### src/rtl/pdp1_terminal_pkg.sv
// Shared constants and types for the PDP-1 terminal glyph renderer.
// Contents: glyph cell geometry, pipeline latency, default screen and blink
// geometry, and the per-pixel sideband record carried down the pipeline.
package pdp1_terminal_pkg;

  localparam int unsigned GLYPH_W              = 16;
  localparam int unsigned GLYPH_H              = 16;
  localparam int unsigned PIPE_LATENCY         = 5;
  localparam int unsigned DEFAULT_COLS         = 64;
  localparam int unsigned DEFAULT_ROWS         = 32;
  localparam int unsigned DEFAULT_BLINK_FRAMES = 32;

  // Sideband that travels alongside the text/glyph memory lookups.
  typedef struct packed {
    logic       valid;
    logic       in_range;
    logic       cursor_hit;
    logic [3:0] glyph_col;
    logic [3:0] glyph_row;
  } pix_slot_t;

endpackage

### src/rtl/pdp1_terminal_cursor_blink.sv
// Cursor blink generator.
// Counts frame_start pulses modulo BLINK_FRAMES and toggles blink_phase each
// time the count wraps. blink_phase is 1 (cursor visible) out of reset.
// Ports:
//   clock       - rising-edge clock
//   reset       - synchronous, active-high
//   frame_start - one-cycle pulse per frame
//   blink_phase - current cursor visibility phase (registered)
module pdp1_terminal_cursor_blink
  import pdp1_terminal_pkg::*;
#(
  parameter int unsigned BLINK_FRAMES = DEFAULT_BLINK_FRAMES
) (
  input  logic clock,
  input  logic reset,
  input  logic frame_start,
  output logic blink_phase
);

  localparam int unsigned CW = (BLINK_FRAMES > 1) ? $clog2(BLINK_FRAMES) : 1;
  localparam logic [CW-1:0] LAST = CW'(BLINK_FRAMES - 1);

  logic [CW-1:0] count_q, count_d;
  logic          phase_q, phase_d;

  always_comb begin
    count_d = count_q;
    phase_d = phase_q;
    if (frame_start) begin
      if (count_q == LAST) begin
        count_d = '0;
        phase_d = ~phase_q;
      end else begin
        count_d = count_q + CW'(1);
      end
    end
  end

  always_ff @(posedge clock) begin
    if (reset) begin
      count_q <= '0;
      phase_q <= 1'b1;
    end else begin
      count_q <= count_d;
      phase_q <= phase_d;
    end
  end

  // Registered phase: a pixel sampled alongside frame_start sees the old value.
  assign blink_phase = phase_q;

endmodule

### src/rtl/pdp1_terminal_glyph_renderer.sv
// PDP-1 terminal glyph renderer.
// Five-stage pixel pipeline: coordinate -> text RAM address (edge 1) ->
// glyph ROM address (edge 3) -> pixel (edge 5). Accepts one coordinate per
// cycle with no stalls. Cursor cell is inverted while the blink phase is on.
// Ports:
//   clock, reset          - rising-edge clock, synchronous active-high reset
//   pixel_x, pixel_y      - pixel coordinate; pixel_valid marks active display
//   frame_start           - one-cycle pulse per frame (drives cursor blink)
//   cursor_col/row/enable - cursor cell and display enable
//   text_address/data     - text buffer read port (1-cycle read latency)
//   charset_address/q     - glyph ROM read port (1-cycle read latency)
//   pixel_out(_valid)     - rendered pixel, pixel_valid delayed by 5 edges
module pdp1_terminal_glyph_renderer
  import pdp1_terminal_pkg::*;
#(
  parameter int unsigned COLS         = DEFAULT_COLS,
  parameter int unsigned ROWS         = DEFAULT_ROWS,
  parameter int unsigned BLINK_FRAMES = DEFAULT_BLINK_FRAMES
) (
  input  logic        clock,
  input  logic        reset,
  input  logic [10:0] pixel_x,
  input  logic [9:0]  pixel_y,
  input  logic        pixel_valid,
  input  logic        frame_start,
  input  logic [5:0]  cursor_col,
  input  logic [4:0]  cursor_row,
  input  logic        cursor_enable,
  output logic [10:0] text_address,
  input  logic [7:0]  text_data,
  output logic [11:0] charset_address,
  input  logic [15:0] charset_q,
  output logic        pixel_out,
  output logic        pixel_out_valid
);

  localparam int unsigned NSLOT = PIPE_LATENCY - 1;
  localparam logic [10:0] COLS_W = 11'(COLS);

  logic       blink_phase;
  logic [5:0] col;
  logic [4:0] line;
  logic       in_range;
  logic       cursor_hit;
  logic [10:0] text_address_d;
  pix_slot_t  new_slot;
  pix_slot_t  slot_q [NSLOT];
  pix_slot_t  last_slot;
  logic       pixel_out_d;

  pdp1_terminal_cursor_blink #(
    .BLINK_FRAMES(BLINK_FRAMES)
  ) u_blink (
    .clock      (clock),
    .reset      (reset),
    .frame_start(frame_start),
    .blink_phase(blink_phase)
  );

  assign col  = pixel_x[9:4];
  assign line = pixel_y[8:4];

  always_comb begin
    in_range   = (32'(pixel_x) < COLS * GLYPH_W) && (32'(pixel_y) < ROWS * GLYPH_H);
    cursor_hit = cursor_enable & blink_phase & (col == cursor_col) & (line == cursor_row);
    text_address_d = in_range ? (({6'b0, line} * COLS_W) + {5'b0, col}) : '0;

    new_slot            = '0;
    new_slot.valid      = pixel_valid;
    new_slot.in_range   = in_range;
    new_slot.cursor_hit = cursor_hit;
    new_slot.glyph_col  = pixel_x[3:0];
    new_slot.glyph_row  = pixel_y[3:0];
  end

  // Final stage: MSB of the glyph row is the leftmost pixel; invalid or
  // off-screen slots always render dark.
  always_comb begin
    last_slot   = slot_q[NSLOT-1];
    pixel_out_d = last_slot.valid & last_slot.in_range &
                  (charset_q[4'd15 - last_slot.glyph_col] ^ last_slot.cursor_hit);
  end

  always_ff @(posedge clock) begin
    if (reset) begin
      for (int i = 0; i < int'(NSLOT); i++) begin
        slot_q[i] <= '0;
      end
      text_address    <= '0;
      charset_address <= '0;
      pixel_out       <= 1'b0;
      pixel_out_valid <= 1'b0;
    end else begin
      slot_q[0] <= new_slot;
      for (int i = 1; i < int'(NSLOT); i++) begin
        slot_q[i] <= slot_q[i-1];
      end
      text_address <= text_address_d;
      // slot_q[1] is the pixel whose text_data arrives this cycle.
      charset_address <= {text_data, slot_q[1].glyph_row};
      pixel_out       <= pixel_out_d;
      pixel_out_valid <= last_slot.valid;
    end
  end

endmodule

### config.mk
export PLATFORM = sky130hd
export DESIGN_NAME = pdp1_terminal_glyph_renderer
export DESIGN_NICKNAME = d
export VERILOG_FILES = /design/src/rtl/pdp1_terminal_pkg.sv /design/src/rtl/pdp1_terminal_cursor_blink.sv /design/src/rtl/pdp1_terminal_glyph_renderer.sv
export SDC_FILE = /design/constraint.sdc
export NUM_CORES = 1
export LEC_CHECK = 0
export BUFFER_PORTS_ARGS = -buffer_cell sky130_fd_sc_hd__buf_2
export CAP_MARGIN = 20
export CORE_MARGIN = 2
export CORE_UTILIZATION = 53
export CTS_BUF_LIST = sky130_fd_sc_hd__clkbuf_8
export CTS_CLUSTER_SIZE = 24
export DETAILED_ROUTE_END_ITERATION = 10
export PLACE_DENSITY_LB_ADDON = 0.2
export SETUP_SLACK_MARGIN = 0.4
export SLEW_MARGIN = 10
export SYNTH_ARGS = -nofsm -noshare
export SYNTH_HDL_FRONTEND = slang
export SYNTH_SLANG_ARGS = --single-unit
### constraint.sdc
create_clock -name clock -period 3.1 [get_ports clock]
set_clock_uncertainty 0.1 [all_clocks]
set_input_delay 0.62 -clock clock [delete_from_list [all_inputs] [get_ports clock]]
set_output_delay 0.62 -clock clock [all_outputs]
set_load 0.1 [all_outputs]
==> metrics.txt, run 1 <==
Slew HR=39.75%; critical path endpoint=pixel_out; layout cells sized above 1=37.45%; overall global routing resource usage=15.63%; I/O pin count=86; Max stage delay on crit path=0.59 ns; main combinational cell family by area after synthesis=simple AND/OR/NAND/NOR gates; row count=23; Vias/cell=4.449; vias in the first global route=1293; clock buffer depth=2; mux cell area share after synthesis=6.731%; Post-Syn Area=2193 sq um; most common cell after layout, fill and taps aside=buf_2; post-synthesis adder-cell area fraction=1.141%; Crit Reg-Reg Startpoint=slot_q[3][7]; final WL=3231 um; crit-path cells=mux4_1 > mux4_2 > xor2_1 > and3_1; #FFs+latches synth=67; fraction of registers with async set/reset=0%; Synth cell types=25; clk_lat worst skew=0.33 ns; first-pass GRT wire length=5161 um; register area=1341 sq um; GRT overflow=0; post-synth top area cell=dfxtp_1; Post-Place Setup Slack=0.8611 ns; Reg clk slew, reported paths=0.07 ns; area growth from synthesis to layout=30.18%; Critical-path top delay cell=mux4_1; clock sink count=67; initial drt markers=21; ANT nets after route=0; antenna cells=0; Reg2Reg Depth=4; fin nets=333; final std cells w/o fill=325; status=completed; Syn Nets=248; most frequent cells in the layout=buf_2, dfxtp_1, nor2b_1; leakage power=1.327 nW; Critical Path RT=3.23 ns; Reg2Reg Setup Slack=1.07 ns; PwrDens=656.0 nW/um^2; Vert. Die Dim=68.33 um; Compound-Gate Fraction of Synth Area=1.825%; Yosys warning count=0; Seq/Total Area, Yosys=61.15%; Synth Flop Type=dfxtp_1; area of the multi-input gates=792.0 sq um; Buf/Inv on CP=0; min cycle time layout=2.028 ns; Num CTS Buffers=9; RSZ-0062 raised after global routing=no; period utilization=65.43%; largest net degree at the start of global routing=34; Tot Pwr=1.873 mW; CP Class=reg -> reg; simple-gate share of the synthesized area=21.62%; Post-synth EDFFs=0; Worst Setup End Kind=flip-flop; initial antenna violation count=0; Die ar.=4669 sq um; port bufs=85; die extent in x=68.33 um; drt first pass iters=4; Crit. path cell count=4; worst r2r dst=pixel_out; cell count after placement=309; Yosys top cell area share=61.15%; CP top delay family=multiplexers; H-tree levels=3; worst-margin pin slew=0.8969 ns; Initial Util=54.83%; DRC Markers=0; clock root buffer=clkbuf_8; kind of start point of the critical path=flip-flop; Hold WC Path Type=reg -> reg; Placer Congestion=0.6489; fin. max-slew vios=0; Mapped Cells=185; Post-CTS Setup Bufs=0; core area=4000 sq um; Critical Path Source=slot_q[3][7]; Highest Clock Rate=493.0 MHz; Synth Area per Inst=11.86 sq um; critical path fanouts, max=4; post-layout worst setup margin=1.072 ns; PostCTS Resize Cnt=0; Worst Path Arrival=2.16 ns; top cells by area, synth=dfxtp_1, nor2b_1, mux4_1; WL per Instance=9.942 um; Final setup viols=0; sum of negative setup slack=0 ns; # hold bufs at CTS=0; worst vdd ir=0.4536 mV; fillers=299; via count=1446; final hold viol count=0; Max-Cap Viols=0; CTS tree=yes; xor/xnor share of the synthesized area=4.792%
-- sequential cells by signal (all words and copies together), names as in the netlist --
| signal | count |
|---|---|
| text_address | 11 |
| u_blink.blink_phase | 1 |
| slot_q | 36 |
| u_blink.count_q | 5 |
| pixel_out | 1 |
| pixel_out_valid | 1 |
| charset_address | 12 |
-- worst register-to-register path: stages (launching register included) --
cell and delay [ns]:
dfxtp_1 0.42, mux4_1 0.59, mux4_2 0.50, xor2_1 0.15, and3_1 0.17
-- cell usage after synthesis (2+ instances only) --
cell / number
o21ai_0: 2
and2_1: 11
xor2_1: 2
nor2b_1: 47
mux2i_1: 2
a21oi_1: 3
and3_1: 4
xnor2_1: 10
dfxtp_1: 67
buf_4: 4
mux4_1: 4
ha_1: 2
clkbuf_1: 8
nand4_1: 2
nor2_1: 5
nor3_1: 3
-- power by group --
part           internal, mW  switching (mW)  total [mW]
combinational        0.0674           0.121       0.188
clock                 0.474           0.315       0.789
sequential            0.888         0.00700       0.895
-- area by class of cell --
type	instances	area share, %
Sequential cell	67	46.98
Multi-Input combinational cell	106	27.74
Timing Repair Buffer	86	15.16
Clock buffer	10	4.820
Clock inverter	6	3.111
Tap cell	50	2.191
-- layer usage --
layer	global-route usage [%]	share of wire (%)
met5	0	0
met4	11.25	2.4
met3	6.250	10
met2	25.61	45
met1	16.13	42
-- per-stage QoR --
step	hold slack (ns)	util, %	area, sq um
floorplan	0.3138	-	2193
detailed placement	0.3212	65.72	2629
finish	0.3322	71.38	2855
global placement	0.3164	65.72	2629
CTS	0.3374	71.38	2855
global route	0.3555	71.38	2855
-- worst min-delay path by stage --
| stage | end | slack, ns | cells after the start | startpoint |
|---|---|---|---|---|
| 6_report | slot_q[3][8] | 0.33 | 1 | slot_q[2][8] |
| 5_1_grt | slot_q[3][8] | 0.36 | 1 | slot_q[2][8] |
| 4_1_cts | slot_q[3][8] | 0.34 | 1 | slot_q[2][8] |
| 3_5_place_dp | slot_q[1][7] | 0.32 | 1 | slot_q[0][7] |
| 3_3_place_gp | slot_q[1][4] | 0.32 | 1 | slot_q[0][4] |
| 2_1_floorplan | charset_address[0] | 0.31 | 1 | slot_q[1][0] |
-- logic make-up (layout without fill, tap and decap cells) --
group,count (synthesis),after routing
AO/OA/AOI/OAI,7,7
flip-flops,67,67
buffers and inverters,12,102
multiplexers,7,7
XOR/XNOR,12,12
AND/OR/NAND/NOR,78,78
adder cells (fa/ha/maj),2,2
No activity file was read; power rests on OpenSTA's default activity.
==> run 2: changes to the inputs <==
Settings changed: CORE_UTILIZATION 53 to 49.
Clock period 3.1 ns to 1.99 ns, I/O delays scaled along.
==> run 2 against run 1 <==
  * Sequential power is 56% higher
  * Routed wire length is 8.0% higher
  * Clock-buffer cell count is 1 higher
  * Largest cell class unchanged
  * Highest routed layer unchanged
==> metrics.txt, run 2 (synthesized netlist as in run 1, its figures left out) <==
antenna cells=0 (unchanged); final std cells w/o fill=328 (was 325); hold path cells=2 (was 1); Buf/Inv on CP=0 (unchanged); overall global routing resource usage=14.66% (was 15.63%); worst vdd ir=0.5338 mV (was 0.4536 mV); Worst Setup End Kind=flip-flop (unchanged); Vias/cell=4.503 (was 4.449); Highest Clock Rate=531.1 MHz (was 493.0 MHz); clock sink count=67 (unchanged); ANT nets after route=0 (unchanged); row count=24 (was 23); final hold viol count=0 (unchanged); Die ar.=5028 sq um (was 4669 sq um); period utilization=94.62% (was 65.43%); DRC Markers=0 (unchanged); clock buffer depth=2 (unchanged); Crit path top cell by count=mux4_2; status=completed (unchanged); initial drt markers=40 (was 21); Reg2Reg Setup Slack=0.11 ns (was 1.07 ns); fin nets=335 (was 333); Worst Path Arrival=2.00 ns (was 2.16 ns); fin area=2907 sq um (was 2855 sq um); Seq pwr share=48.0% (was 47.8%); Initial Util=50.72% (was 54.83%); most common cell after layout, fill and taps aside=buf_2 (unchanged); Crit Reg-Reg Startpoint=slot_q[3][7] (unchanged); GRT overflow=0 (unchanged); CP Class=reg -> reg (unchanged); I/O pin count=86 (unchanged); most frequent cells in the layout=buf_2, dfxtp_1, nor2b_1 (unchanged); port bufs=85 (unchanged); critical path fanouts, max=4 (unchanged); Reg2Reg Depth=4 (unchanged); layout cells sized above 1=39.13% (was 37.45%); vias in the first global route=1384 (was 1293); die extent in x=70.91 um (was 68.33 um); drt first pass iters=4 (unchanged); P_sw=0.6522 mW (was 0.4431 mW); min cycle time layout=1.883 ns (was 2.028 ns); Hold Crit Start=text_data[4] (was slot_q[2][8]); CP top delay family=multiplexers (unchanged); worst r2r dst=pixel_out (unchanged); first-pass GRT wire length=5616 um (was 5161 um); WL per Instance=10.64 um (was 9.942 um); Net Sw Frac=22.44% (was 23.66%); leakage power=1.325 nW (was 1.327 nW); RSZ-0062 raised after global routing=yes (was no); Critical-path top delay cell=mux4_2 (was mux4_1); Tot Pwr=2.907 mW (was 1.873 mW); core area=4324 sq um (was 4000 sq um); Critical Path RT=2.11 ns (was 3.23 ns); Num CTS Buffers=9 (unchanged); fillers=348 (was 299); H-tree levels=3 (unchanged); worst-margin pin slew=0.4935 ns (was 0.8969 ns); Placer Congestion=0.7652 (was 0.6489); PwrDens=1000 nW/um^2 (was 656.0 nW/um^2); kind of start point of the critical path=flip-flop (unchanged); CTS tree=yes (unchanged); Reg clk slew, reported paths=0.07 ns (about the same); fin util=67.22% (was 71.38%); via count=1477 (was 1446); Internal Power=2.255 mW (was 1.430 mW); clock root buffer=clkbuf_8 (unchanged); largest net degree at the start of global routing=24 (was 34); area growth from synthesis to layout=32.52% (was 30.18%); Final setup viols=0 (unchanged); Max-Cap Viols=0 (unchanged); final WL=3489 um (was 3231 um); Vert. Die Dim=70.91 um (was 68.33 um); max FFs per register=36 (unchanged); Hold WC Path Type=in -> reg (was reg -> reg); largest registers=slot_q x36, charset_address x12, text_address x11 (unchanged); Worst Hold End=charset_address[8] (was slot_q[3][8]); Placed Area=2635 sq um (was 2629 sq um); clk_lat worst skew=0.32 ns (was 0.33 ns); crit-path cells=mux4_2 > mux4_2 > xor2_1 > and3_1 (was mux4_1 > mux4_2 > xor2_1 > and3_1); Max stage delay on crit path=0.51 ns (was 0.59 ns); initial antenna violation count=0 (unchanged); sum of negative setup slack=0 ns (unchanged); fin. max-slew vios=0 (unchanged); clock network fraction of design power=41.5% (was 42.1%); cell count after placement=313 (was 309); Logic pwr share=10.5% (was 10.1%); largest register by flop count=slot_q (unchanged); Slew HR=67.33% (was 39.75%)
[run 2: changes by cell type in the layout (fill, tap and decap cells not counted), sizes merged]
cell      previous run  this run
clkinvlp             2         0
buf                 86        72
clkbuf              10        27
clkinv               2         0
inv                  0         2
[run 2: how the worst max path moves through the flow]
stage                       from   endpoint  slack [ns]  cells after the start
floorplan           slot_q[3][7]  pixel_out        0.17                      4
global placement    charset_q[0]  pixel_out        0.03                      5
detailed placement  charset_q[8]  pixel_out        0.01                      5
CTS                 slot_q[3][7]  pixel_out         0.1                      4
global route        slot_q[3][7]  pixel_out        0.04                      4
finish              slot_q[3][7]  pixel_out        0.11                      4
[run 2: per-stage QoR]
step                      setup slack (ns)  hold WS, ns
after global placement             0.02500       0.3178
after global routing               0.04237       0.1592
after floorplan                     0.1717       0.3124
final                               0.1071       0.1770
after detailed placement           0.01446       0.3231
after CTS                          0.09957       0.1546
[run 2: area by class of cell]
cell class	count	area, sq um	share of cell area (%)
clock buffer	11	151.4	5.209
sequential	67	1345	46.28
tap	52	65.06	2.238
clock inverter	4	67.56	2.325
timing repair buffer	88	488.0	16.79
multi-input combinational	106	789.5	27.16
[run 2: metal layers]
layer	up-vias	wire, um	global-route usage [%]
met5	-	0	0
met4	0	51	8.176
met3	7	362	7.550
met2	70	1599	22.43
met1	636	1476	16.54
li1	764	-	-
[run 2: repair_timing]
item,in CTS,in global routing
hold buffers,0,0
cloned,0,0
setup endpoints to repair,1,19
pin swaps,1,0
setup buffers,0,0
gates resized for setup,0,18
[run 2: power groups by stage]
stage / clock [mW] / combinational, mW / sequential, mW
floorplan: 0 / 0.105 / 1.53
global placement: 0 / 0.298 / 1.42
detailed placement: 0 / 0.302 / 1.42
CTS: 1.25 / 0.302 / 1.39
global route: 1.30 / 0.326 / 1.40
finish: 1.21 / 0.305 / 1.40
==> run 3: changes to the inputs <==
Settings changed: CORE_ASPECT_RATIO set to 2.
==> run 3 against run 2 <==
  * Critical path depth is the same
  * Setup slack lost 0.041 ns
  * Fmax shrank 2.1%
  * Register-to-register slack lost 0.04 ns
  * Critical endpoint unchanged
  * Design area grew 1.7%
  * Flip-flop and latch count is the same
  * Final cell count grew 1.2%
  * Via count grew 4.1%
  * Combinational power grew 2%
  * Non-clock buffer count grew 1
  * Clock-buffer cell count shrank 2
==> metrics.txt, run 3 (synthesized netlist as in run 1, its figures left out) <==
worst vdd ir=0.6840 mV (was 0.5338 mV); Critical-path top delay cell=mux4_2 (unchanged); final hold viol count=0 (unchanged); CTS tree=yes (unchanged); RSZ-0062 raised after global routing=yes (unchanged); Hold WC Path Type=in -> reg (unchanged); H-tree levels=3 (unchanged); Placer Congestion=0.7665 (was 0.7652); largest registers=slot_q x36, charset_address x12, text_address x11 (unchanged); Worst Path Arrival=2.05 ns (was 2.00 ns); final hold slack=0.1651 ns (was 0.1770 ns); # hold bufs at CTS=0 (unchanged); I/O pin count=86 (unchanged); Critical Path RT=2.11 ns (about the same); period utilization=96.66% (was 94.62%); kind of start point of the critical path=flip-flop (unchanged); initial drt markers=13 (was 40); crit-path cells=mux4_2 > mux4_2 > xor2_1 > and3_1 (unchanged); final WL=3659 um (was 3489 um); leakage power=1.332 nW (was 1.325 nW); area growth from synthesis to layout=34.74% (was 32.52%); GRT overflow=0 (unchanged); Reg clk slew, reported paths=0.07 ns (about the same); clk_lat worst skew=0.34 ns (was 0.32 ns); fin util=68.11% (was 67.22%); clock root buffer=clkbuf_8 (unchanged); DRC Markers=0 (unchanged); port bufs=85 (unchanged); die extent in x=51.31 um (was 70.91 um); worst-margin pin slew=0.4976 ns (was 0.4935 ns); status=completed (unchanged); via count=1538 (was 1477); Vias/cell=4.633 (was 4.503); Slew HR=67.05% (was 67.33%); fillers=369 (was 348); Die ar.=5060 sq um (was 5028 sq um); Tot Pwr=2.993 mW (was 2.907 mW); largest register by flop count=slot_q (unchanged); largest net degree at the start of global routing=36 (was 24); fin area=2955 sq um (was 2907 sq um); Num CTS Buffers=9 (unchanged); vias in the first global route=1509 (was 1384); Crit path top cell by count=mux4_2 (unchanged); fin. max-slew vios=0 (unchanged); overall global routing resource usage=16.63% (was 14.66%); Worst Setup End Kind=flip-flop (unchanged); CP Class=reg -> reg (unchanged); register area=1346 sq um (was 1345 sq um); Max-Cap Viols=0 (unchanged); first-pass GRT wire length=6003 um (was 5616 um); Vert. Die Dim=98.62 um (was 70.91 um); most frequent cells in the layout=dfxtp_1, buf_2, nor2b_1 (was buf_2, dfxtp_1, nor2b_1); Placed Area=2638 sq um (was 2635 sq um); PwrDens=1013 nW/um^2 (was 1000 nW/um^2); row count=34 (was 24); clock sink count=67 (unchanged); core area=4339 sq um (was 4324 sq um); Max stage delay on crit path=0.53 ns (was 0.51 ns); clock buffer depth=2 (unchanged); min cycle time layout=1.924 ns (was 1.883 ns); ANT nets after route=0 (unchanged); critical path fanouts, max=4 (unchanged); max FFs per register=36 (unchanged); area of the multi-input gates=803.3 sq um (was 789.5 sq um); Highest Clock Rate=519.9 MHz (was 531.1 MHz); Initial Util=50.55% (was 50.72%); DPL Wire Length=2684 um; initial antenna violation count=0 (unchanged); Final setup viols=0 (unchanged); WL per Instance=11.02 um (was 10.64 um); antenna cells=0 (unchanged); drt first pass iters=2 (was 4); fin nets=336 (was 335); layout cells sized above 1=41.37% (was 39.13%)
run 3: changes by cell type in the layout (fill, tap and decap cells not counted), moves of 2 or more:
cell and delta:
clkbuf_8 -2, buf_2 -4, buf_4 +5, clkinv_2 +3
run 3: metal layers:
layer	global-route usage, %	vias to the layer above	share of wire (%)	routed length, um
met3	5.455	12	8.1	295
met1	13.69	688	31	1128
met4	14.78	0	4.5	163
met2	29.37	71	57	2072
li1	-	767	-	-
met5	0	-	0	0
run 3: report_power, final:
group / total, mW / switching, mW / internal (mW)
clock network: 1.29 / 0.468 / 0.820
logic: 0.310 / 0.192 / 0.117
registers: 1.40 / 0.0117 / 1.38
total: 2.99 / 0.672 / 2.32
run 3: final timing paths:
path,from,endpoint,slack [ns],cells past startpoint
hold reg to reg,slot_q[1][10],slot_q[2][10],0.33,1
setup / recovery,slot_q[3][7],pixel_out,0.07,4
setup reg to reg,slot_q[3][7],pixel_out,0.07,4
hold / removal,pixel_y[3],slot_q[0][3],0.17,2
run 3: cell type report:
class | count | area share [%]
Clock inverter | 7 | 3.683
Timing Repair Buffer | 89 | 17.10
Multi-Input combinational cell | 106 | 27.18
Sequential cell | 67 | 45.55
Tap cell | 54 | 2.286
Clock buffer | 9 | 4.191
run 3: what timing repair did:
action	CTS	global route
endpoints found under the setup margin	7	19
pin swaps	1	2
resized for setup	5	21
buffers inserted	0	1
run 3: per-stage QoR:
stage | setup WS [ns] | std cells | setup TNS, ns
after CTS | 0.03934 | 331 | 0
final | 0.06649 | 332 | 0
after global routing | 0.02909 | 332 | 0
after detailed placement | -0.03015 | 315 | -0.03015
after global placement | 0.02831 | 315 | 0
after floorplan | 0.1717 | 185 | 0
run 3: critical path: cells and delay by family, from the launching register on:
kind,cells,cell delay (ns)
simple gates,1,0.14
flops,1,0.39
xor+xnor,1,0.16
mux,2,1.02
